**src/rtl/fifo_pkg.sv**
```systemverilog
// Shared sizing for the synchronous FIFO controller: data width, pointer
// width, number of storage entries and the occupancy counter width.
package fifo_pkg;
  localparam int DW    = 8;
  localparam int AW    = 4;
  localparam int DEPTH = 1 << AW;
  localparam int CNT_W = AW + 1;
endpackage

```
**src/rtl/fifo_ptr.sv**
```systemverilog
// AW-bit wrapping address counter with synchronous clear and count enable.
module fifo_ptr #(
  parameter int AW = fifo_pkg::AW
) (
  input  logic          clk,
  input  logic          clr,
  input  logic          en,
  output logic [AW-1:0] ptr
);

  always_ff @(posedge clk) begin
    if (clr)     ptr <= '0;
    else if (en) ptr <= ptr + AW'(1);
  end

endmodule

```
**src/rtl/sync_fifo_ctrl.sv**
```systemverilog
// FIFO controller driving an external 1-cycle-latency storage array.
// Push has priority over pop, so storage never sees read and write together.
module sync_fifo_ctrl #(
  parameter int DW    = fifo_pkg::DW,
  parameter int AW    = fifo_pkg::AW,
  parameter int DEPTH = fifo_pkg::DEPTH
) (
  input  logic          clk,
  input  logic          rst,
  input  logic          push,
  input  logic [DW-1:0] din,
  input  logic          pop,
  output logic          push_ready,
  output logic          pop_ready,
  output logic [DW-1:0] dout,
  output logic          dout_valid,
  output logic          full,
  output logic          empty,
  output logic [AW:0]   count,
  output logic          overflow,
  output logic          underflow,
  output logic          ram_we,
  output logic          ram_re,
  output logic [AW-1:0] ram_wr_add,
  output logic [AW-1:0] ram_rd_add,
  output logic [DW-1:0] ram_din,
  input  logic [DW-1:0] ram_dout
);

  localparam int CW = AW + 1;

  logic          push_acc;
  logic          pop_acc;
  logic          rd_vld_q;
  logic [AW-1:0] wr_ptr;
  logic [AW-1:0] rd_ptr;

  assign full  = (count == CW'(DEPTH));
  assign empty = (count == '0);

  // A pop that collides with an accepted push is refused and must be held.
  assign push_acc = push && !full && !rst;
  assign pop_acc  = pop && !empty && !(push && !full) && !rst;

  assign push_ready = !full;
  assign pop_ready  = !empty && !(push && !full);

  assign overflow  = push && full && !rst;
  assign underflow = pop && empty && !rst;

  assign ram_we     = push_acc;
  assign ram_re     = pop_acc;
  assign ram_wr_add = wr_ptr;
  assign ram_rd_add = rd_ptr;
  assign ram_din    = din;

  fifo_ptr #(.AW(AW)) u_wr_ptr (
    .clk (clk),
    .clr (rst),
    .en  (push_acc),
    .ptr (wr_ptr)
  );

  fifo_ptr #(.AW(AW)) u_rd_ptr (
    .clk (clk),
    .clr (rst),
    .en  (pop_acc),
    .ptr (rd_ptr)
  );

  always_ff @(posedge clk) begin
    if (rst)           count <= '0;
    else if (push_acc) count <= count + CW'(1);
    else if (pop_acc)  count <= count - CW'(1);
  end

  always_ff @(posedge clk) begin
    if (rst) rd_vld_q <= 1'b0;
    else     rd_vld_q <= pop_acc;
  end

  // Masking with rst drops a read that was in flight when reset arrived.
  assign dout_valid = rd_vld_q && !rst;
  assign dout       = ram_dout;

endmodule
```
**config.mk**
```make
export PLATFORM = sky130hd
export DESIGN_NAME = sync_fifo_ctrl
export DESIGN_NICKNAME = d
export VERILOG_FILES = /design/src/rtl/fifo_pkg.sv /design/src/rtl/fifo_ptr.sv /design/src/rtl/sync_fifo_ctrl.sv
export SDC_FILE = /design/constraint.sdc
export NUM_CORES = 1
export LEC_CHECK = 0
export CORE_AREA = 2 2 54 56
export CTS_BUF_LIST = sky130_fd_sc_hd__clkbuf_16
export CTS_CLUSTER_DIAMETER = 30
export DETAILED_ROUTE_END_ITERATION = 10
export DIE_AREA = 0 0 56 58
export PLACE_DENSITY = 0.74
export SYNTH_ARGS = -nofsm -noshare
export SYNTH_HDL_FRONTEND = slang
export SYNTH_SLANG_ARGS = --single-unit
```
**constraint.sdc**
```tcl
create_clock -name clk -period 4.15 [get_ports clk]
set_input_delay 0.83 -clock clk [delete_from_list [all_inputs] [get_ports clk]]
set_output_delay 0.83 -clock clk [all_outputs]
set_load 0.005 [all_outputs]
```
# [After elaboration in Yosys (flattened, before gate mapping)]
# Index checks and enable logic that the tools add are counted.
[classes] addsub=4 n_eq_ne=1 muxes=2 n_reduce_logical=17
[ops] operator="logical AND 1 bit" n=11
[ops] operator="2-to-1 mux 5 bit" n=2
[ops] operator="adder 4 x 1 -> 4 bit (second input constant)" n=2
[ops] operator="adder 5 x 1 -> 5 bit (second input constant)" n=1
[ops] operator="== test 5 bit (second input constant)" n=1
[ops] operator="zero test 5 bit" n=1
[ops] operator="subtractor 5 x 1 -> 5 bit (second input constant)" n=1
[ops] operator="zero test 1 bit" n=4
[ops] operator="nonzero test 2 bit" n=1
[word_totals] ff_bits=14 input_bits=20

# [Logic depth before layout (Yosys ltp)]
[logic_depth] ltp_word=8 ltp_mapped=8 ltp_nobuf=8

# [Modules after synthesis]
# From an unflattened synthesis, not the netlist that was laid out.
[hier_totals] cells_unflattened=100 hier_area_um2=914.6
[by_module_without_submodules] mod="sync_fifo_ctrl" instances=1 cells_each=68 area_per_inst_um2=556.8
[by_module_without_submodules] mod="fifo_ptr" instances=2 cells_each=16 area_per_inst_um2=178.9

# [Worst setup path before layout]
# OpenSTA, ideal clock, no wires.
[synth_timing] path_type="input port to flip-flop" from="input port push" to="register count[4]" setup_time_ns=0.103 t_arrival_ns=3.121 required_time_ns=4.047 slack_ns=0.926 cell_stages=8 path_buffers=1 path_cell_list="clkbuf_1 a21boi_0 nand2b_1 fa_1 a21o_1 a2111oi_0 a211oi_1 a2111oi_2"
[synth_between] elab_chain_cells=5 word_cells_on_any_way=7
[synth_rtl] item="start: declaration" line_no="sync_fifo_ctrl.sv:10" source="input logic push,"
[synth_rtl] item="logical AND 1 bit (*)" line_no="sync_fifo_ctrl.sv:42, sync_fifo_ctrl.sv:43"
[synth_rtl] item="zero test 1 bit" line_no="sync_fifo_ctrl.sv:43" source="assign pop_acc = pop && !empty && !(push && !full) && !rst;"
[synth_rtl] item="logical AND 1 bit (2 in a row)" line_no="sync_fifo_ctrl.sv:43"
[synth_rtl] item="nonzero test 2 bit (no source line)"
[synth_rtl] item="end signal: assignment" line_no="sync_fifo_ctrl.sv:73" source="else if (push_acc) count <= count + CW'(1);"
[synth_rtl] item="end signal: assignment" line_no="sync_fifo_ctrl.sv:74" source="else if (pop_acc) count <= count - CW'(1);"
[synth_rtl] item="end: declaration" line_no="sync_fifo_ctrl.sv:19" source="output logic [AW:0] count,"
# Every way passes the cells marked *; elsewhere a longest branch is shown, timed or not.
# A chain may end at the register's enable or synchronous reset.

# [Final worst setup path]
[layout_timing] from="input port push" to="output port ram_re"
[layout_between] elab_chain_cells=4
[layout_rtl] item="logical AND 1 bit" line_no="sync_fifo_ctrl.sv:43"
[layout_rtl] item="zero test 1 bit" line_no="sync_fifo_ctrl.sv:43"
[layout_rtl] item="logical AND 1 bit (2 in a row)" line_no="sync_fifo_ctrl.sv:43"
[layout_rtl] item="end: declaration" line_no="sync_fifo_ctrl.sv:23" source="output logic ram_re,"
# Every way passes these cells.

==> results by group <==
Critical path
  • Crit start category: input pin
  • CP Data Required Time: 3.32 ns
  • CP arrival: 2.57 ns
  • Cells along the critical path: clkdlybuf4s50_1, buf_4, o41ai_1, o211a_1, nor2b_1, clkdlybuf4s50_1
  • Max incr delay on CP: 0.53 ns
  • CP most frequent cell: clkdlybuf4s50_1
  • Critical path peak fanout: 10
  • Slowest library cell on the worst path: clkdlybuf4s50_1
  • Register-to-Register Path Depth: 9
  • Setup CP Type: in2out
  • Crit. End Element: output port

Clocking
  • Clk sinks: 14
  • Worst-path clk slew: 0.04 ns
  • Post-CTS setup buffers: 0
  • CTS tree: done
  • Hold bufs inserted after CTS: 0
  • Worst skew pair latency: 0.24 ns
  • H-tree levels: 1
  • Resize count post-CTS: 0
  • Max clock buf depth: 2
  • Total CTS buffers: 3
  • Root Buffer Master: clkbuf_16

Global route
  • GRT overflow: 0
  • Largest net degree at the start of global routing: 13
  • Global-route usage over all layers: 14.5%
  • First-pass GRT wire length: 3750 um
  • Initial antenna violation count: 0
  • Number of global-route vias before repair: 792

Detailed routing
  • DRT iter0 DRCs: 7
  • DRT Pass-1 Iters: 4
  • Average wire per standard cell: 14.7 um
  • Via count: 782
  • Drt total wl: 2140 um
  • DRC: 0
  • Via density: 5.36
  • Antenna Nets Post-Route: 0

Timing
  • RSZ-0062 raised after global routing: false
  • Worst slew pin tran: 0.708 ns
  • Min cycle time layout: 3.40 ns
  • Setup-failing EPs final: 0
  • Rel. slew slack: 52.4%
  • Max Slew Vio Count: 0
  • FMAX: 294 MHz
  • Post-route setup TNS: 0 ns
  • Part of the cycle the worst path needs: 81.9%
  • Clk_skew: 0.00450 ns
  • Hold Vio Cnt, Final: 0

Floorplanning
  • Initial Util: 35.0%
  • Floorplan die width: 56 um
  • Full die area: 0.00325 mm^2
  • I/O Pins: 58
  • Core ar.: 0.00266 mm^2
  • FP Rows: 19
  • Die Ht: 58 um

Worst hold path
  • Hold crit path type: reg2reg
  • WHS Path Cells: 2

Final layout
  • Commonest non-fill, non-tap cell in the layout: clkdlybuf4s50_1
  • Final core occ: 44.0%
  • Share of cells above drive strength 1: 7.83%
  • Most frequent cells in the layout: clkdlybuf4s50_1 (25), dfxtp_1 (14), nor2_1 (12)
  • Area growth, synth to finish: 25.8%
  • # nets final: 143
  • Ant. Diodes: 0

Logic synthesis
  • Syn Inst Count: 105
  • Yosys warnings: 0
  • Syn Area/Cell: 8.88 um^2
  • Yosys cell types: 34
  • Synthesized area: 932 um^2
  • Synth Net Count: 131
  • Register area share after synthesis: 30.1%
  • Synth Register Bits: 14

Pwr
  • VDD IR max: 0.416 mV
  • Total power: 0.812 mW
  • Pwr/cell area: 693 mW/mm^2
  • Leak pwr: 0.487 nW

Placed design
  • DP HPWL: 1620 um
  • Gpl congestion: 0.783
  • Port bufs: 25

Job
  • Max-cap viol count: 0

Run status
  • Run status: finished clean
[worst max-delay path, delay by kind of cell]
kind            cells  cell delay [ns]
compound gates      2             0.46
buf+inv             3             1.13
simple gates        1             0.15
[layer usage]
metal | GRT usage, % | wire length (um)
met5 | 0 | 0
met4 | 5.78 | 18
met3 | 5.80 | 194
met2 | 24.5 | 1030
met1 | 16.6 | 896
[layout make-up]
type,count,area (um^2)
repair buffers,28,273
flip-flops and latches,14,280
well taps,31,38.8
inverters,5,18.8
clock buffers,3,75.1
multi-input cells,65,487
fillers,272,1490
[synth_stat cells (all sizes together)]
cell	instances	share of area [%]
clkbuf	4	1.6
nor3b	1	0.81
o2111ai	2	1.9
nand2	3	1.2
o41ai	1	0.94
dfxtp	14	30
a31o	1	0.94
or4	1	1.2
xor2	5	4.7
nor2b	3	2.0
a21oi	3	1.6
nor2	12	4.8
nand2b	1	0.67
o31ai	1	0.81
and3	2	1.3
mux2i	3	3.2
ha	5	6.7
a21o	3	2.6
nand3b	1	0.81
a2111oi	2	2.6
fa	1	2.1
o211a	1	1.1
buf	17	14
a211oi	2	1.6
inv	5	2.0
xnor2	4	3.8
nor4	2	1.3
o211ai	2	1.6
a21boi	1	0.81
nor3	1	0.54
o21ai	1	0.54
[state kept, by name (all words and copies together), names as in the netlist]
register and flops:
u_wr_ptr.ptr 4, count 5, u_rd_ptr.ptr 4, rd_vld_q 1
[final timing paths]
kind                   startpoint              end  slack (ns)
setup reg to reg         count[0]         count[4]        0.98
hold / removal    u_wr_ptr.ptr[3]  u_wr_ptr.ptr[3]        0.51
setup / recovery             push           ram_re        0.75
hold reg to reg   u_wr_ptr.ptr[3]  u_wr_ptr.ptr[3]        0.51
[through the flow]
stage / hold WS (ns) / cells / area [um^2] / setup slack (ns)
final: 0.506 / 146 / 1170 / 0.750
after global placement: 0.492 / 143 / 1100 / 0.769
after detailed placement: 0.498 / 143 / 1100 / 0.666
after global routing: 0.555 / 146 / 1170 / 0.472
after floorplan: 0.502 / 105 / 932 / 0.926
after CTS: 0.512 / 146 / 1170 / 0.741
[where the power goes]
group	total [mW]	switching, mW	internal, mW
clock	0.178	0.0519	0.126
sequential	0.236	0.0644	0.172
combinational	0.398	0.172	0.226
total	0.812	0.288	0.524
[kinds of logic (layout without fill, tap and decap cells)]
| kind of cell | count (synthesis) | count (layout) | synth area share, % |
|---|---|---|---|
| xor gates and xnor gates | 9 | 9 | 8.46 |
| AOI/OAI and AO/OA | 20 | 20 | 16.9 |
| buffers and inverters | 26 | 36 | 17.7 |
| DFF | 14 | 14 | 30.1 |
| and+or+nand+nor | 27 | 27 | 14.8 |
| adders and majority gates | 6 | 6 | 8.86 |
| muxes | 3 | 3 | 3.22 |
No activity file was read; power rests on OpenSTA's default activity.
